==> src/rtl/skinny_inv_sbox8_hpc2_1_hs_pkg.sv <==
// Shared constants, FSM state and share types for the masked SKINNY 8-bit S-box blocks.
// No logic; every S-box wrapper imports this package.
package skinny_sbox_pkg;

    localparam int SBOX_HPC2_LAT = 8;
    localparam int SBOX_W        = 8;
    localparam int SBOX_NGADGET  = 8;

    typedef logic [SBOX_W-1:0] sbox_byte_t;

    typedef enum logic [1:0] {
        IDLE = 2'd0,
        BUSY = 2'd1,
        DONE = 2'd2
    } sbox_state_t;

endpackage

==> src/rtl/skinny_inv_sbox8_hpc2_1_hs_if.sv <==
// Share-in / share-out valid-ready bundle of the masked inverse S-box.
// The slave modport is the S-box side, master is the producer/consumer side.
interface skinny_inv_sbox8_hpc2_1_hs_if;
    import skinny_sbox_pkg::*;

    sbox_byte_t si0;
    sbox_byte_t si1;
    sbox_byte_t r;
    logic       in_valid;
    logic       in_ready;
    sbox_byte_t bo0;
    sbox_byte_t bo1;
    logic       out_valid;
    logic       out_ready;

    modport slave (
        input  si0, si1, r, in_valid, out_ready,
        output in_ready, bo0, bo1, out_valid
    );

    modport master (
        output si0, si1, r, in_valid, out_ready,
        input  in_ready, bo0, bo1, out_valid
    );

endinterface

==> src/rtl/skinny_inv_sbox8_hpc2_1_hs_gadget.sv <==
// HPC2 nor-xor gadget f = nor(x,y) ^ z on two shares, one fresh bit r.
// Latency 2 cycles (x/y/r registered, then product xor z registered); no handshake, free-running.
module hpc2_1_inv_cfn_gadget (
    input  logic clk,
    input  logic rst_n,
    input  logic x0,
    input  logic x1,
    input  logic y0,
    input  logic y1,
    input  logic z0,
    input  logic z1,
    input  logic r,
    output logic f0,
    output logic f1
);

    // nor(x,y) = (~x) & (~y); inverting share 0 alone negates the shared value
    logic a0_q, a1_q, b0_q, b1_q, r_q, m0_q, m1_q;

    always_ff @(posedge clk or negedge rst_n) begin
        if (!rst_n) begin
            a0_q <= 1'b0;
            a1_q <= 1'b0;
            b0_q <= 1'b0;
            b1_q <= 1'b0;
            r_q  <= 1'b0;
            m0_q <= 1'b0;
            m1_q <= 1'b0;
            f0   <= 1'b0;
            f1   <= 1'b0;
        end else begin
            a0_q <= ~x0;
            a1_q <= x1;
            b0_q <= ~y0;
            b1_q <= y1;
            r_q  <= r;
            m0_q <= y1 ^ r;
            m1_q <= ~y0 ^ r;
            f0   <= (a0_q & b0_q) ^ (~a0_q & r_q) ^ (a0_q & m0_q) ^ z0;
            f1   <= (a1_q & b1_q) ^ (~a1_q & r_q) ^ (a1_q & m1_q) ^ z1;
        end
    end

endmodule

==> src/rtl/skinny_inv_sbox8_hpc2_1_hs.sv <==
// First-order HPC2 masked inverse SKINNY 8-bit S-box; optional SKINNY_INV_SBOX_CLR_EN zeroes bo0/bo1 unless out_valid.
// Latency 9 cycles accept-to-out_valid, one result per 10 cycles; holds result and stalls input while out_ready is low.
module skinny_inv_sbox8_hpc2_1_hs
    import skinny_sbox_pkg::*;
(
    input  logic                          clk,
    input  logic                          rst_n,
    skinny_inv_sbox8_hpc2_1_hs_if.slave   io
);

    sbox_byte_t  s0_q, s1_q, r_q;
    sbox_byte_t  b0_sh, b1_sh;
    sbox_state_t state_q, state_d;
    logic [2:0]  cnt_q, cnt_d;
    logic        acc;

    assign io.in_ready  = rst_n & (state_q == IDLE);
    assign io.out_valid = (state_q == DONE);
    assign acc          = io.in_valid & io.in_ready;

    // Operands stay frozen for the whole evaluation and while the result waits
    always_ff @(posedge clk or negedge rst_n) begin
        if (!rst_n) begin
            s0_q <= '0;
            s1_q <= '0;
            r_q  <= '0;
        end else if (acc) begin
            s0_q <= io.si0;
            s1_q <= io.si1;
            r_q  <= io.r;
        end
    end

    always_ff @(posedge clk or negedge rst_n) begin
        if (!rst_n) begin
            state_q <= IDLE;
            cnt_q   <= '0;
        end else begin
            state_q <= state_d;
            cnt_q   <= cnt_d;
        end
    end

    always_comb begin
        state_d = state_q;
        cnt_d   = cnt_q;
        case (state_q)
            IDLE: begin
                if (acc) begin
                    state_d = BUSY;
                    cnt_d   = '0;
                end
            end
            BUSY: begin
                cnt_d = 3'(cnt_q + 3'd1);
                if (cnt_q == 3'(SBOX_HPC2_LAT - 1)) begin
                    state_d = DONE;
                    cnt_d   = '0;
                end
            end
            DONE: begin
                if (io.out_ready) begin
                    state_d = IDLE;
                end
            end
            default: begin
                state_d = IDLE;
                cnt_d   = '0;
            end
        endcase
    end

    // Level 1: depends on input bits only
    hpc2_1_inv_cfn_gadget u_b2 (.clk(clk), .rst_n(rst_n),
        .x0(s0_q[3]), .x1(s1_q[3]), .y0(s0_q[1]), .y1(s1_q[1]),
        .z0(s0_q[0]), .z1(s1_q[0]), .r(r_q[0]), .f0(b0_sh[2]), .f1(b1_sh[2]));

    hpc2_1_inv_cfn_gadget u_b3 (.clk(clk), .rst_n(rst_n),
        .x0(s0_q[7]), .x1(s1_q[7]), .y0(s0_q[6]), .y1(s1_q[6]),
        .z0(s0_q[4]), .z1(s1_q[4]), .r(r_q[1]), .f0(b0_sh[3]), .f1(b1_sh[3]));

    hpc2_1_inv_cfn_gadget u_b7 (.clk(clk), .rst_n(rst_n),
        .x0(s0_q[2]), .x1(s1_q[2]), .y0(s0_q[7]), .y1(s1_q[7]),
        .z0(s0_q[1]), .z1(s1_q[1]), .r(r_q[2]), .f0(b0_sh[7]), .f1(b1_sh[7]));

    hpc2_1_inv_cfn_gadget u_b5 (.clk(clk), .rst_n(rst_n),
        .x0(s0_q[6]), .x1(s1_q[6]), .y0(s0_q[5]), .y1(s1_q[5]),
        .z0(s0_q[7]), .z1(s1_q[7]), .r(r_q[3]), .f0(b0_sh[5]), .f1(b1_sh[5]));

    // Level 2
    hpc2_1_inv_cfn_gadget u_b1 (.clk(clk), .rst_n(rst_n),
        .x0(s0_q[5]), .x1(s1_q[5]), .y0(b0_sh[3]), .y1(b1_sh[3]),
        .z0(s0_q[3]), .z1(s1_q[3]), .r(r_q[4]), .f0(b0_sh[1]), .f1(b1_sh[1]));

    hpc2_1_inv_cfn_gadget u_b0 (.clk(clk), .rst_n(rst_n),
        .x0(b0_sh[3]), .x1(b1_sh[3]), .y0(b0_sh[2]), .y1(b1_sh[2]),
        .z0(s0_q[5]), .z1(s1_q[5]), .r(r_q[5]), .f0(b0_sh[0]), .f1(b1_sh[0]));

    // Levels 3 and 4
    hpc2_1_inv_cfn_gadget u_b6 (.clk(clk), .rst_n(rst_n),
        .x0(b0_sh[2]), .x1(b1_sh[2]), .y0(b0_sh[1]), .y1(b1_sh[1]),
        .z0(s0_q[2]), .z1(s1_q[2]), .r(r_q[6]), .f0(b0_sh[6]), .f1(b1_sh[6]));

    hpc2_1_inv_cfn_gadget u_b4 (.clk(clk), .rst_n(rst_n),
        .x0(b0_sh[7]), .x1(b1_sh[7]), .y0(b0_sh[6]), .y1(b1_sh[6]),
        .z0(s0_q[6]), .z1(s1_q[6]), .r(r_q[7]), .f0(b0_sh[4]), .f1(b1_sh[4]));

`ifdef SKINNY_INV_SBOX_CLR_EN
    assign io.bo0 = b0_sh & {SBOX_W{io.out_valid}};
    assign io.bo1 = b1_sh & {SBOX_W{io.out_valid}};
`else
    assign io.bo0 = b0_sh;
    assign io.bo1 = b1_sh;
`endif

endmodule
==> src/flat_wrapper.sv <==
// flat-port wrapper written by rule: the top's interface ports become plain ports
module skinny_inv_sbox8_hpc2_1_hs_flat import skinny_sbox_pkg::*;
  (clk, rst_n, io_si0, io_si1, io_r, io_in_valid, io_out_ready, io_in_ready, io_bo0, io_bo1, io_out_valid);
  skinny_inv_sbox8_hpc2_1_hs_if io_i ();
  input  logic clk;
  input  logic rst_n;
  input wire logic [$bits(io_i.si0)-1:0] io_si0;
  input wire logic [$bits(io_i.si1)-1:0] io_si1;
  input wire logic [$bits(io_i.r)-1:0] io_r;
  input wire logic [$bits(io_i.in_valid)-1:0] io_in_valid;
  input wire logic [$bits(io_i.out_ready)-1:0] io_out_ready;
  output wire logic [$bits(io_i.in_ready)-1:0] io_in_ready;
  output wire logic [$bits(io_i.bo0)-1:0] io_bo0;
  output wire logic [$bits(io_i.bo1)-1:0] io_bo1;
  output wire logic [$bits(io_i.out_valid)-1:0] io_out_valid;
  assign io_i.si0 = io_si0;
  assign io_i.si1 = io_si1;
  assign io_i.r = io_r;
  assign io_i.in_valid = io_in_valid;
  assign io_i.out_ready = io_out_ready;
  assign io_in_ready = io_i.in_ready;
  assign io_bo0 = io_i.bo0;
  assign io_bo1 = io_i.bo1;
  assign io_out_valid = io_i.out_valid;
  skinny_inv_sbox8_hpc2_1_hs u_core (.clk(clk), .rst_n(rst_n), .io(io_i));
endmodule
==> config.mk <==
export PLATFORM = sky130hd
export DESIGN_NAME = skinny_inv_sbox8_hpc2_1_hs_flat
export DESIGN_NICKNAME = d
export VERILOG_FILES = /design/src/rtl/skinny_inv_sbox8_hpc2_1_hs_pkg.sv /design/src/rtl/skinny_inv_sbox8_hpc2_1_hs_if.sv /design/src/rtl/skinny_inv_sbox8_hpc2_1_hs_gadget.sv /design/src/rtl/skinny_inv_sbox8_hpc2_1_hs.sv /design/src/flat_wrapper.sv
export SDC_FILE = /design/constraint.sdc
export NUM_CORES = 1
export LEC_CHECK = 0
export CAP_MARGIN = 20
export CORE_ASPECT_RATIO = 1.5
export CORE_MARGIN = 5
export CORE_UTILIZATION = 30
export CTS_CLUSTER_SIZE = 30
export DETAILED_ROUTE_END_ITERATION = 8
export PLACE_DENSITY_LB_ADDON = 0.1
export SLEW_MARGIN = 20
export SYNTH_ARGS = -nofsm -noshare
export SYNTH_HDL_FRONTEND = slang
export SYNTH_SLANG_ARGS = --single-unit
==> constraint.sdc <==
create_clock -name clk -period 1.9 [get_ports clk]
set_input_delay 0.19 -clock clk [delete_from_list [all_inputs] [get_ports clk]]
set_output_delay 0.19 -clock clk [all_outputs]
set_load 0.05 [all_outputs]
## Word level (Yosys, flattened, before mapping)

Cells that the tools add are included.

- Memories: 0
- Memory bits (writable): 0
- Bits of input ports: 28
- Memory bits (read-only): 0
- Bits in latches: 0
- Flip-flop bits (word level): 91
- Word-level logic and storage cells: 226
- Output and inout bits: 18

- Multiplexer cells: 7
- Multiply operators: 0
- Bitwise operators: 142
- Divide/modulo/power cells: 0
- Add/sub/neg operators: 1
- Order comparisons: 0
- Shift-type cells: 0
- Reductions and logical operators: 3
- Eq/ne operators: 6

Operators by type and width:

| operator | number |
|---|---|
| 1-bit XOR | 64 |
| 1-bit bitwise AND | 50 |
| 1-bit NOT | 28 |
| 3-bit case mux with 3 select lines | 1 |
| 2-bit 2-to-1 mux | 3 |
| 3-bit 2-to-1 mux | 2 |
| 2-bit case mux with 3 select lines | 1 |
| 2-bit by 1-bit inequality test with 1-bit output (second input constant) | 2 |
| 3-bit by 1-bit adder with 3-bit output (second input constant) | 1 |
| 3-bit == test (second input constant) | 1 |
| 3-bit AND reduction | 1 |
| 2-bit by 1-bit == test with 1-bit output (second input constant) | 1 |
| 2-bit == test (second input constant) | 1 |
| 2-bit zero test | 1 |
| 2-bit inequality test (second input constant) | 1 |
| 2-bit AND reduction | 1 |

## Depth between registers and ports, before layout

- Depth in word-level cells: 5
- Gate-level depth with buffers: 6
- Mapped depth without buffers: 5

## Modules after synthesis

A second synthesis with hierarchy kept.

- Cells, all modules: 241
- Area total of the unflattened synthesis: 3672.3 µm²

By module, submodules not included:

| module | area an instance (µm²) | cells each | sequential area each (µm²) | instances |
|---|---|---|---|---|
| hpc2_1_inv_cfn_gadget | 302.8 | 21 | 225.2 | 8 |
| skinny_inv_sbox8_hpc2_1_hs | 1249.9 | 73 | 725.7 | 1 |

## Worst setup path before layout

Ideal clock, no wire load.

- Kind: register to output
- From: reg u_core.state_q[0]
- To: out io_in_ready
- Data arrival time: 1.634 ns
- Path buffers: 1
- Required time: 1.710 ns
- Cell stages (with the launch flop): 3
- Slack: 0.076 ns
- Cells stage by stage: dfrtp_1 -> buf_6 -> nor3b_1

- Cells in the longest elaborated chain, start to end: 2

RTL lines:

| element | line | source |
|---|---|---|
| from (decl) | skinny_inv_sbox8_hpc2_1_hs.sv:13 | `sbox_state_t state_q, state_d;` |
| from (signal assigned) | skinny_inv_sbox8_hpc2_1_hs.sv:39 | `state_q <= state_d;` |
| 2-bit zero test | skinny_inv_sbox8_hpc2_1_hs.sv:17 | `assign io.in_ready = rst_n & (state_q == IDLE);` |
| 1-bit bitwise AND | skinny_inv_sbox8_hpc2_1_hs.sv:17 |  |
| to (decl) | flat_wrapper.sv:12 | `output wire logic [$bits(io_i.in_ready)-1:0] io_in_ready;` |

No other way between the ends.

## Final worst setup path

- From: reg u_core.u_b3.f0
- To: out io_bo0[3]

RTL lines:

| element | line | source |
|---|---|---|
| from (decl) | skinny_inv_sbox8_hpc2_1_hs_gadget.sv:13 | `output logic f0,` |
| from (signal assigned) | skinny_inv_sbox8_hpc2_1_hs_gadget.sv:39 | `f0 <= (a0_q & b0_q) ^ (~a0_q & r_q) ^ (a0_q & m0_q) ^ z0;` |
| to (decl) | flat_wrapper.sv:13 | `output wire logic [$bits(io_i.bo0)-1:0] io_bo0;` |

No word-level cell between the ends.

==> reports/qor.csv <==
stage,metric,value,unit
outcome,status,"complete, but fails checks",
outcome,violations,hold timing,
cts,clock_latency,0.34,ns
placed_design,place_inst,429,
run,cap_violations,0,
sta,hold_violations,66,
critical_path,end_kind,output port,
synth,async_reset_ff_share,100,%
placed_design,gp_congestion,0.685,
cells_and_area,final_core_util,37.7,%
routing,wl_per_cell,13.8,um
critical_path,crit_family,buffers and inverters,
synth,synth_area,3470,um^2
global_routing,antenna_found_initial,0,
synth,synth_seq_cells,91,
synth,ys.flop_type,dfrtp_1,
placed_design,dpl.hpwl,4.24,mm
routing,post-route-drc-count,0,
sta,fmax,570,MHz
floorplan,initial_core_util,30.4,%
cts,cts_buffers,9,
sta,slew_violations,0,
power_and_ir_drop,vdd_ir_drop_max,0.000578,V
power_and_ir_drop,totalPowerFinal,8480,uW
routing,vias,1802,
critical_path,cp_max_fo,3,
sta,setup_violations,0,
synth,yosysMostFrequentCell,dfrtp_1,
cells_and_area,fin_cells,445,
floorplan,pin_count,46,
synth,synth.distinct_cells,22,
sta,setup_tns,0,ns
routing,drt-pass1-iter-count,4,
critical_path,r2r-end,u_core.s0_q[0]$_DFFE_PN0P_,
synth,synthTopCellsByCount,"91 x dfrtp_1, 30 x xnor2_1, 18 x xor2_1",
critical_path,r2r-start,u_core.state_q[1]$_DFFE_PN0P_,
routing,viasPerCell,4.05,
synth,yosysSeqAreaShare,65.6,%
worst_hold_path,holdCritPathClass,in -> async,
cts,clockRootBuffer,clkbuf_16,
critical_path,crit_arrival,1.56,ns
global_routing,grt_pass1_vias,2022,
synth,synth.top_cells.by_area,"dfrtp_1 66%, xnor2_1 7.6%, xor2_1 4.5%, mux2_4 4.3%, buf_4 3.7%",
global_routing,grt_remaining_overflow,0,
cts,clockBufferDepth,2,
synth,synthCells,252,
cts,tritoncts,yes,
global_routing,grt_usage,10.1,%
power_and_ir_drop,power_density,1970,nW/um^2
sta,grt_setup_unrepaired,no,
global_routing,grt_pass1_wl,10.6,mm
sta,tightest_slew,0.510,ns
floorplan,num_rows,48,
critical_path,reg2regPathDepth,3,
sta,worst_clock_skew,0.00764,ns
power_and_ir_drop,p_leak,0.00185,uW
global_routing,grt_start_max_net_pins,93,
synth,synth_nets,282,
critical_path,critical_path_buf_inv_count,1,
synth,synth_top_area_cell,dfrtp_1,
cts,post_cts_resized,0,
cells_and_area,multi_input_area,991,um^2
cts,clkTransAtPathRegs,0.06,ns
critical_path,rrSetupSlack,0.35,ns
critical_path,cp.depth,1,
cells_and_area,register_area,2280,um^2
critical_path,critical_path.startpoint_type,flop,
placed_design,io_buffers,45,
critical_path,critPathKind,reg -> out,
cells_and_area,drive_gt1_share,11.5,%
critical_path,crit_path_cell_trace,clkdlybuf4s50_1,
floorplan,die_w,97.8,um
synth,synth-edff-count,0,
sta,min_period_over_period,92.3,%
critical_path,cp-startpoint,u_core.u_b3.f0$_DFF_PN0_,
floorplan,die_y,142,um
cells_and_area,n_fill_cell,1144,
sta,maxSlewHeadroom,65.9,%
critical_path,cp-endpoint,io_bo0[3],
critical_path,required,1.71,ns
sta,fin_crit,1.75,ns
critical_path,cp_slowest_cell,clkdlybuf4s50_1,
cells_and_area,finalNetCount,321,
synth,synth_top_area_share,65.6,%
critical_path,critical-path-max-stage-delay,0.83,ns
cts,htree_levels,3,
cts,cts_sinks,91,
sta,whs,-0.104,ns
routing,drt.antenna.violating_nets,0,
routing,wl,6.15,mm
routing,first_iter_violations,47,
cts,cts_setup_buffers,0,
synth,syn_avg_cell_area,13.8,um^2
floorplan,core-area,11400,um^2
cells_and_area,antennaDiodeCount,0,
floorplan,die_area,13900,um^2
cells_and_area,syn2layout_area_growth,24.0,%
synth,ys_warn_count,0,
## metrics by stage
stage	worst slack [ns]	instance area, um^2	hold slack [ns]
finish	0.147	4300	-0.104
global route	0.0788	4300	-0.0707
CTS	0.103	4280	-0.0351
detailed placement	0.247	3990	0.339
global placement	0.262	3990	0.333
floorplan	0.0765	3470	-0.106
## state kept, by name, indices dropped and copies added (netlist names), 2 cells and up
signal / count
u_core.r_q: 8
u_core.s0_q: 8
u_core.s1_q: 8
u_core.cnt_q: 3
u_core.state_q: 2
## power breakdown
group	internal [uW]	total [uW]	switching (uW)	leakage, uW
sequential	2970	3700	732	0.00107
combinational	1440	3010	1570	0.000629
clock	1080	1770	684	0.000146
total	5500	8480	2980	0.00185
## area by class of cell
type                    count  area share, %
flip-flops and latches     91           52.9
multi-input cells         129           23.0
inverters                  11          0.960
clock buffers              13           6.05
clock inverters             2          0.814
well taps                 150           4.36
repair buffers             49           11.9
## cell usage in the layout (no fill, tap or decap)
master	instances
clkbuf_1	2
o22ai_1	2
bufinv_16	1
nand2_1	9
nor4bb_4	1
clkdlybuf4s50_1	42
clkinv_2	1
mux2_4	10
o21ai_0	8
mux2_2	3
inv_1	11
nor3b_1	1
ha_1	2
mux2_1	5
buf_12	3
xnor2_1	30
nand2b_1	5
clkbuf_8	2
a21oi_1	16
clkbuf_16	9
xor2_1	18
nand3_1	1
nor2_1	17
buf_4	4
dfrtp_1	91
nor2b_1	1
## worst min path at each step
stage / slack [ns] / start / to
after detailed placement: 0.34 / rst_n / u_core.r_q[1]$_DFFE_PN0P_
after CTS: -0.04 / rst_n / u_core.s1_q[7]$_DFFE_PN0P_
final: -0.10 / rst_n / u_core.u_b4.b0_q$_DFF_PN0_
after global placement: 0.33 / rst_n / u_core.r_q[1]$_DFFE_PN0P_
after global routing: -0.07 / rst_n / u_core.u_b4.a1_q$_DFF_PN0_
after floorplan: -0.11 / rst_n / u_core.cnt_q[0]$_DFFE_PN0P_
## layer usage
| layer | global-route usage [%] | routed length, um |
|---|---|---|
| met1 | 12.0 | 2600 |
| met2 | 16.5 | 3170 |
| met3 | 2.26 | 185 |
| met4 | 6.56 | 191 |
| met5 | 0 | 0 |
## cells by family (layout without fill, tap and decap cells)
kind of cell    after synthesis  after routing  synth area share (%)
flops                        91             91                  65.6
xor+xnor                     48             48                  12.1
simple gates                 35             35                  4.54
buf+inv                      32             75                  6.24
compound gates               26             26                  3.82
mux                          18             18                  6.92
fa+ha+maj                     2              2                 0.721
(Power assumes the default switching activity.)
